==> src/rtl/card_pkg.sv <==
// Shared card encoding and score types for the Baccarat datapath.
package card_pkg;

    localparam int unsigned CARD_W  = 4;
    localparam int unsigned SCORE_W = 4;
    localparam int unsigned SUM_W   = 5;

    typedef logic [CARD_W-1:0]  card_t;
    typedef logic [SCORE_W-1:0] score_t;

    localparam card_t CARD_NONE  = CARD_W'(0);
    localparam card_t CARD_ACE   = CARD_W'(1);
    localparam card_t CARD_NINE  = CARD_W'(9);
    localparam card_t CARD_TEN   = CARD_W'(10);
    localparam card_t CARD_JACK  = CARD_W'(11);
    localparam card_t CARD_QUEEN = CARD_W'(12);
    localparam card_t CARD_KING  = CARD_W'(13);

endpackage

==> src/rtl/card_value.sv <==
// Maps a card code to its Baccarat point value; tens, faces and unused codes score 0.
module card_value
    import card_pkg::*;
(
    input  card_t        card,
    output logic [3:0]   value
);

    always_comb begin
        value = '0;
        if (card >= CARD_ACE && card <= CARD_NINE) begin
            value = card;
        end
    end

endmodule

==> src/rtl/score_hand.sv <==
// Baccarat hand scorer: combinational score mod 10 plus one registered copy for the displays.
module score_hand
    import card_pkg::*;
(
    input  logic   slow_clock,
    input  logic   reset,
    input  card_t  card1,
    input  card_t  card2,
    input  card_t  card3,
    output score_t total,
    output score_t total_q
);

    logic [3:0]       value1;
    logic [3:0]       value2;
    logic [3:0]       value3;
    logic [SUM_W-1:0] sum;
    logic [SUM_W-1:0] reduced;
    score_t           score_d;
    score_t           score_q;

    card_value u_value1 (.card(card1), .value(value1));
    card_value u_value2 (.card(card2), .value(value2));
    card_value u_value3 (.card(card3), .value(value3));

    // Sum is at most 27, so two compare/subtract steps cover the modulo.
    always_comb begin
        sum     = SUM_W'(value1) + SUM_W'(value2) + SUM_W'(value3);
        reduced = sum;
        if (sum >= SUM_W'(20)) begin
            reduced = sum - SUM_W'(20);
        end else if (sum >= SUM_W'(10)) begin
            reduced = sum - SUM_W'(10);
        end
        total   = SCORE_W'(reduced);
        score_d = total;
    end

    always_ff @(posedge slow_clock or posedge reset) begin
        if (reset) begin
            score_q <= '0;
        end else begin
            score_q <= score_d;
        end
    end

    assign total_q = score_q;

endmodule

==> config.mk <==
export PLATFORM = sky130hd
export DESIGN_NAME = score_hand
export DESIGN_NICKNAME = d
export VERILOG_FILES = /design/src/rtl/card_pkg.sv /design/src/rtl/card_value.sv /design/src/rtl/score_hand.sv
export SDC_FILE = /design/constraint.sdc
export NUM_CORES = 1
export LEC_CHECK = 0
export BUFFER_PORTS_ARGS = -buffer_cell sky130_fd_sc_hd__buf_2
export CAP_MARGIN = 20
export CORE_MARGIN = 4
export CORE_UTILIZATION = 40
export CTS_CLUSTER_SIZE = 14
export DETAILED_ROUTE_END_ITERATION = 10
export PLACE_DENSITY = 0.67
export RECOVER_POWER = 100
export SLEW_MARGIN = 20
export SYNTH_ARGS = -nofsm -noshare
export SYNTH_HDL_FRONTEND = slang
export SYNTH_HIERARCHICAL = 1
export SYNTH_SLANG_ARGS = --single-unit
==> constraint.sdc <==
create_clock -name slow_clock -period 12.4 [get_ports slow_clock]
set_input_delay 3.1 -clock slow_clock [delete_from_list [all_inputs] [get_ports slow_clock]]
set_output_delay 3.1 -clock slow_clock [all_outputs]
set_load 0.03 [all_outputs]
==> impl_results.md, run 1 <==
* Placement Setup Slack at 3059 ps
* Worst path slowest cell: fa_1
* Count of final hold-check violations at 0
* Gate Count Post-Synth at 72
* HPWL after DPL at 1117 um
* Fin area at 745.7 um2
* # port buffers at 21
* Post-route met1 wirelength at 495 um
* Routed len/inst at 10.95 um
* Seq/Total Area, Yosys at 16.10%
* Largest register FFs at 4
* Synthesis-to-finish area growth at 19.92%
* Post-synth EDFFs at 0
* Ant diodes at 0
* Post-CTS Resized at 0
* CP Capture Type: output pin
* Nets at 123
* Status: finished, final reports clean
* Top cell type's share of synthesized area at 16.10%
* Area share of fa/ha/maj cells after synthesis at 28.17%
* Metal3 WL at 58 um
* Final setup margin at 2849 ps
* Crit share post-route at 77.03%
* Critical path type: in -> out
* Row count at 13
* I/O Pins at 22
* Post-Route Utilization at 53.94%
* DRC Markers at 0
* Power, Total at 0.1025 mW
* Placed instance area at 745.7 um2
* Routability cong. at 0.7377
* Ys async rst share at 100.0%
* CTS tree: yes
* Yosys warns at 6
* Root buffer cell: clkbuf_4
* Multiplexer area fraction after synthesis at 6.439%
* Data arrival, critical path at 6450 ps
* Most frequent cell after synthesis: inv_1
* Synth area leader: dfrtp_1
* Layout cell share with drive strength beyond 1 at 23.96%
* Largest family of logic cells by synthesized area: adder cells
* Initial antenna violation count at 0
* Vias in the first global route at 540
* Crit path cell chain: buf_2 > and2b_2 > inv_1 > fa_1 > inv_1 > ha_1 > fa_1 > xor2_1 > inv_2 > ha_1 > and3b_1 > nor3_1 > mux2i_1 > mux2i_1 > clkbuf_1
* Startpoint class of the critical path: input port
* Fmax at 104.7 MHz
* Syn_nets at 97
* Setup tns final at 0 ps
* Hold WC Path Type: in -> async
* Simple-gate share of the synthesized area at 22.54%
* Routed WL at 1216 um
* Clock transition at path regs at 30 ps
* Most frequent cells after synthesis: 18 x inv_1, 6 x and2b_2, 6 x ha_1
* CTS sink count at 4
* Minimum clock period at 9551 ps
* Worst Setup SP: card1[3]
* DR WL met2 at 645 um
* Synth Register Bits at 4
* Final setup viols at 0
* Hold slack at 2742 ps
* Largest net degree at the start of global routing at 7
* Die area at 2250 um2
* Slew Viols, Final at 0
* Placeable Area at 1383 um2
* Die span in y at 47.43 um
* Mapped Area at 621.8 um2
* Area contributors post-synth: dfrtp_1 16%, fa_1 16%, ha_1 12%
* Static leakage at 0.4104 nW
* Top FF cell, synth: dfrtp_1
* Finished Layout Cells at 111
* Placed cell count at 108
* Pwr/cell area at 137.5 nW/um2
* Die width at 47.43 um
* Xor-xnor portion of the synthesized cell area at 2.616%
* Max incr delay on CP at 520 ps
* Synth Area in Compound Gates at 12.68%
* CTS max path bufs at 2
* Total track usage at 13.32%
* Initial drt markers at 1
* H-Tree Depth at 1
* Maximum VDD drop at 67.48 uV
* Setup Buffers After CTS at 0
* DR vias at 546
* Syn_area_per_cell at 8.637 um2
* Grt total ovfl at 0
* Max-slew headroom at 69.65%
* Least-Margin Pin Slew at 453.7 ps
* Maximum net fanout on the critical path at 6
* Max Used Layer: met4
* Req. time, crit path at 9300 ps
* Router iterations before antenna repair at 2
* Drt via density at 4.919
* Post-route ant nets at 0
* Synth unique cells at 25
* First-pass GRT wire length at 2049 um
* Starting density of the core at 44.98%
* Post-CTS Hold Buffers at 0
* CTS Buf Count at 3
* Max Cap Viol at 0
* RSZ-0062 raised after global routing: false
[kinds of logic (layout without fill, tap and decap cells)]
logic type | Yosys count | in the layout
AND/OR/NAND/NOR | 21 | 21
buffers and inverters | 19 | 43
AO/OA/AOI/OAI | 12 | 12
adder cells (fa/ha/maj) | 11 | 11
multiplexers | 4 | 4
flip-flops | 4 | 4
XOR/XNOR | 1 | 1
[final cells by class]
type                       instances  area, um2
inverter                          19      71.32
clock buffer                       3      22.52
sequential                         4      100.1
tap                               15      18.77
multi-input combinational         49      437.9
fill                             139      636.9
timing repair buffer              21      95.09
[per-layer routing]
layer	track usage, %	vias to the layer above
met5	0	-
met4	8.287	0
met3	2.256	2
met2	24.06	13
met1	14.16	247
li1	-	284
[worst paths after layout]
kind	slack, ps	cells past startpoint	endpoint
setup / recovery	2850	15	total[3]
hold / removal	2740	2	total_q[0]$_DFF_PP0_
max in group asynchronous	9510	2	total_q[2]$_DFF_PP0_
min in group slow_clock	3440	5	total_q[0]$_DFF_PP0_
[layout by cell type, fill, tap and decap left out, types with 2 or more instances in the layout]
master	Yosys	final
inv_1	18	18
buf_2	0	13
clkbuf_1	0	8
ha_1	6	6
and2b_2	6	6
fa_1	5	5
mux2i_1	4	4
dfrtp_1	4	4
nor2_1	3	3
o21ai_0	2	3
clkbuf_4	0	3
nor3b_1	3	3
a21oi_1	2	2
o211ai_1	1	2
o21ai_1	3	2
and2_1	3	2
[critical path, delay by kind of cell]
family	cells	cell delay, ps
mux	2	330
xor+xnor	1	400
buf+inv	5	650
simple gates	3	640
fa+ha+maj	4	1330
[power breakdown]
group | leakage (nW) | switching (mW) | internal [mW]
Combinational | 0.348 | 0.0464 | 0.0219
Sequential | 0.0490 | 0.00107 | 0.0178
Clock | 0.0138 | 0.00465 | 0.0108
Note: power is estimated with default switching activity, not from simulation.
==> inputs of run 2 (changes only) <==
==> constraint.sdc (replaced) <==
create_clock -name slow_clock -period 8.8 [get_ports slow_clock]
set_input_delay 2.2 -clock slow_clock [delete_from_list [all_inputs] [get_ports slow_clock]]
set_output_delay 2.2 -clock slow_clock [all_outputs]
set_load 0.03 [all_outputs]
==> run 2 against run 1 <==
Setup slack got worse by 1800 ps. Global-route usage fell by 0.14 points. Flip-flop and latch count did not move. Count of clock-buffer cells in the layout did not move. Largest power group unchanged.
==> impl_results.md, run 2 (synthesis results as in run 1) <==
* Max-slew headroom at 71.69%
* DR vias at 541
* Status: finished, final reports clean
* Least-Margin Pin Slew at 423.2 ps
* I/O Pins at 22
* Post-route ant nets at 0
* Count of final hold-check violations at 0
* Cell count along the critical path at 15
* Hold WC Path Type: in -> async
* Clock transition at path regs at 40 ps
* Root buffer cell: clkbuf_4
* Clock power share at 15.6%
* Drt via density at 4.874
* Commonest non-fill, non-tap cell in the layout: inv_1
* H-Tree Depth at 1
* DRC Markers at 0
* Initial drt markers at 4
* Sequential power share at 18.4%
* Die span in y at 47.43 um
* Crit share post-route at 87.61%
* CTS max path bufs at 2
* Post-CTS Resized at 0
* Routed WL at 1186 um
* Family with the most delay on the worst path: adder cells
* Slew Viols, Final at 0
* Post-Route Utilization at 53.94%
* Post-CTS Hold Buffers at 0
* Synthesis-to-finish area growth at 19.92%
* Comb power frac at 66.0%
* Grt total ovfl at 0
* Routed len/inst at 10.68 um
* CP bufs+invs at 5
* HPWL after DPL at 1086 um
* Commonest cells after routing, fill and taps aside: 18 x inv_1, 13 x buf_2, 8 x clkbuf_1
* Data arrival, critical path at 5510 ps
* CP Capture Type: output pin
* Total track usage at 13.17%
* Max incr delay on CP at 520 ps
* Crit path cell chain: buf_2 > and2b_2 > inv_1 > fa_1 > inv_1 > ha_1 > fa_1 > xor2_1 > inv_2 > ha_1 > and3b_1 > nor3_1 > mux2i_1 > mux2i_1 > clkbuf_1
* Starting density of the core at 44.98%
* Minimum clock period at 7710 ps
* Initial antenna violation count at 0
* Req. time, crit path at 6600 ps
* Ant diodes at 0
* Worst Setup SP: card1[3]
* Net Sw Power at 0.07399 mW
* Row count at 13
* Vias in the first global route at 550
* Largest register FFs at 4
* Nets at 123
* Fmax at 129.7 MHz
* CTS tree: yes
* Routability cong. at 0.7284
* Placeable Area at 1383 um2
* Maximum VDD drop at 91.85 uV
* # port buffers at 21
* Critical path type: in -> out
* Worst path slowest cell: fa_1
* CTS Buf Count at 3
* Internal at 0.07093 mW
* Startpoint class of the critical path: input port
* Setup tns final at 0 ps
* Largest net degree at the start of global routing at 7
* RSZ-0062 raised after global routing: false
* Static leakage at 0.4104 nW
* Layout cell share with drive strength beyond 1 at 23.96%
* Router iterations before antenna repair at 3
* Maximum net fanout on the critical path at 6
* First-pass GRT wire length at 2049 um
* Die width at 47.43 um
* Setup Buffers After CTS at 0
* Max Cap Viol at 0
* CTS sink count at 4
* CP endpoint: total[3]
* Pwr/cell area at 194.3 nW/um2
* Switch share at 51.05%
* Die area at 2250 um2
* Final setup viols at 0
run 2: cell counts in the layout (fill, tap and decap cells not counted):
No cell type changed its count.
run 2: layer usage:
metal / global-route usage, % / wire, um / vias to the layer above
li1: - / - / 281
met1: 14.19 / 487 / 245
met2: 22.73 / 633 / 13
met3: 2.256 / 55 / 2
met4: 9.945 / 9 / 0
met5: 0 / 0 / -
run 2: area by class of cell:
class                   count  area (um2)
repair buffers             21       95.09
fillers                   138       636.9
clock buffers               3       22.52
well taps                  15       18.77
inverters                  19       71.32
flip-flops and latches      4       100.1
multi-input cells          49       437.9
run 2: worst min-delay path by stage:
| stage | from | endpoint | slack (ps) |
|---|---|---|---|
| after detailed placement | reset | total_q[3]$_DFF_PP0_ | 2090 |
| final | reset | total_q[3]$_DFF_PP0_ | 1840 |
| after global placement | reset | total_q[0]$_DFF_PP0_ | 2080 |
| after CTS | reset | total_q[3]$_DFF_PP0_ | 1830 |
| after global routing | reset | total_q[3]$_DFF_PP0_ | 1840 |
| after floorplan | reset | total_q[0]$_DFF_PP0_ | 1970 |
run 2: power groups by stage:
stage                     Clock, mW  Combinational (mW)  Sequential [mW]
final                        0.0226              0.0956           0.0267
after global routing         0.0260               0.108           0.0279
after CTS                    0.0240               0.103           0.0267
after detailed placement          0               0.103           0.0269
after global placement            0              0.0999           0.0266
after floorplan                   0              0.0616           0.0412
run 2: metrics by stage:
step	hold WS, ps	worst slack (ps)	area [um2]	power (mW)	instances
2_1_floorplan	1966	1498	621.8	0.1028	72
3_3_place_gp	2079	1259	745.7	0.1265	108
3_5_place_dp	2086	1251	745.7	0.1294	108
4_1_cts	1830	1233	768.2	0.1535	111
5_1_grt	1836	834.5	745.7	0.1616	111
6_report	1836	1090	745.7	0.1449	111
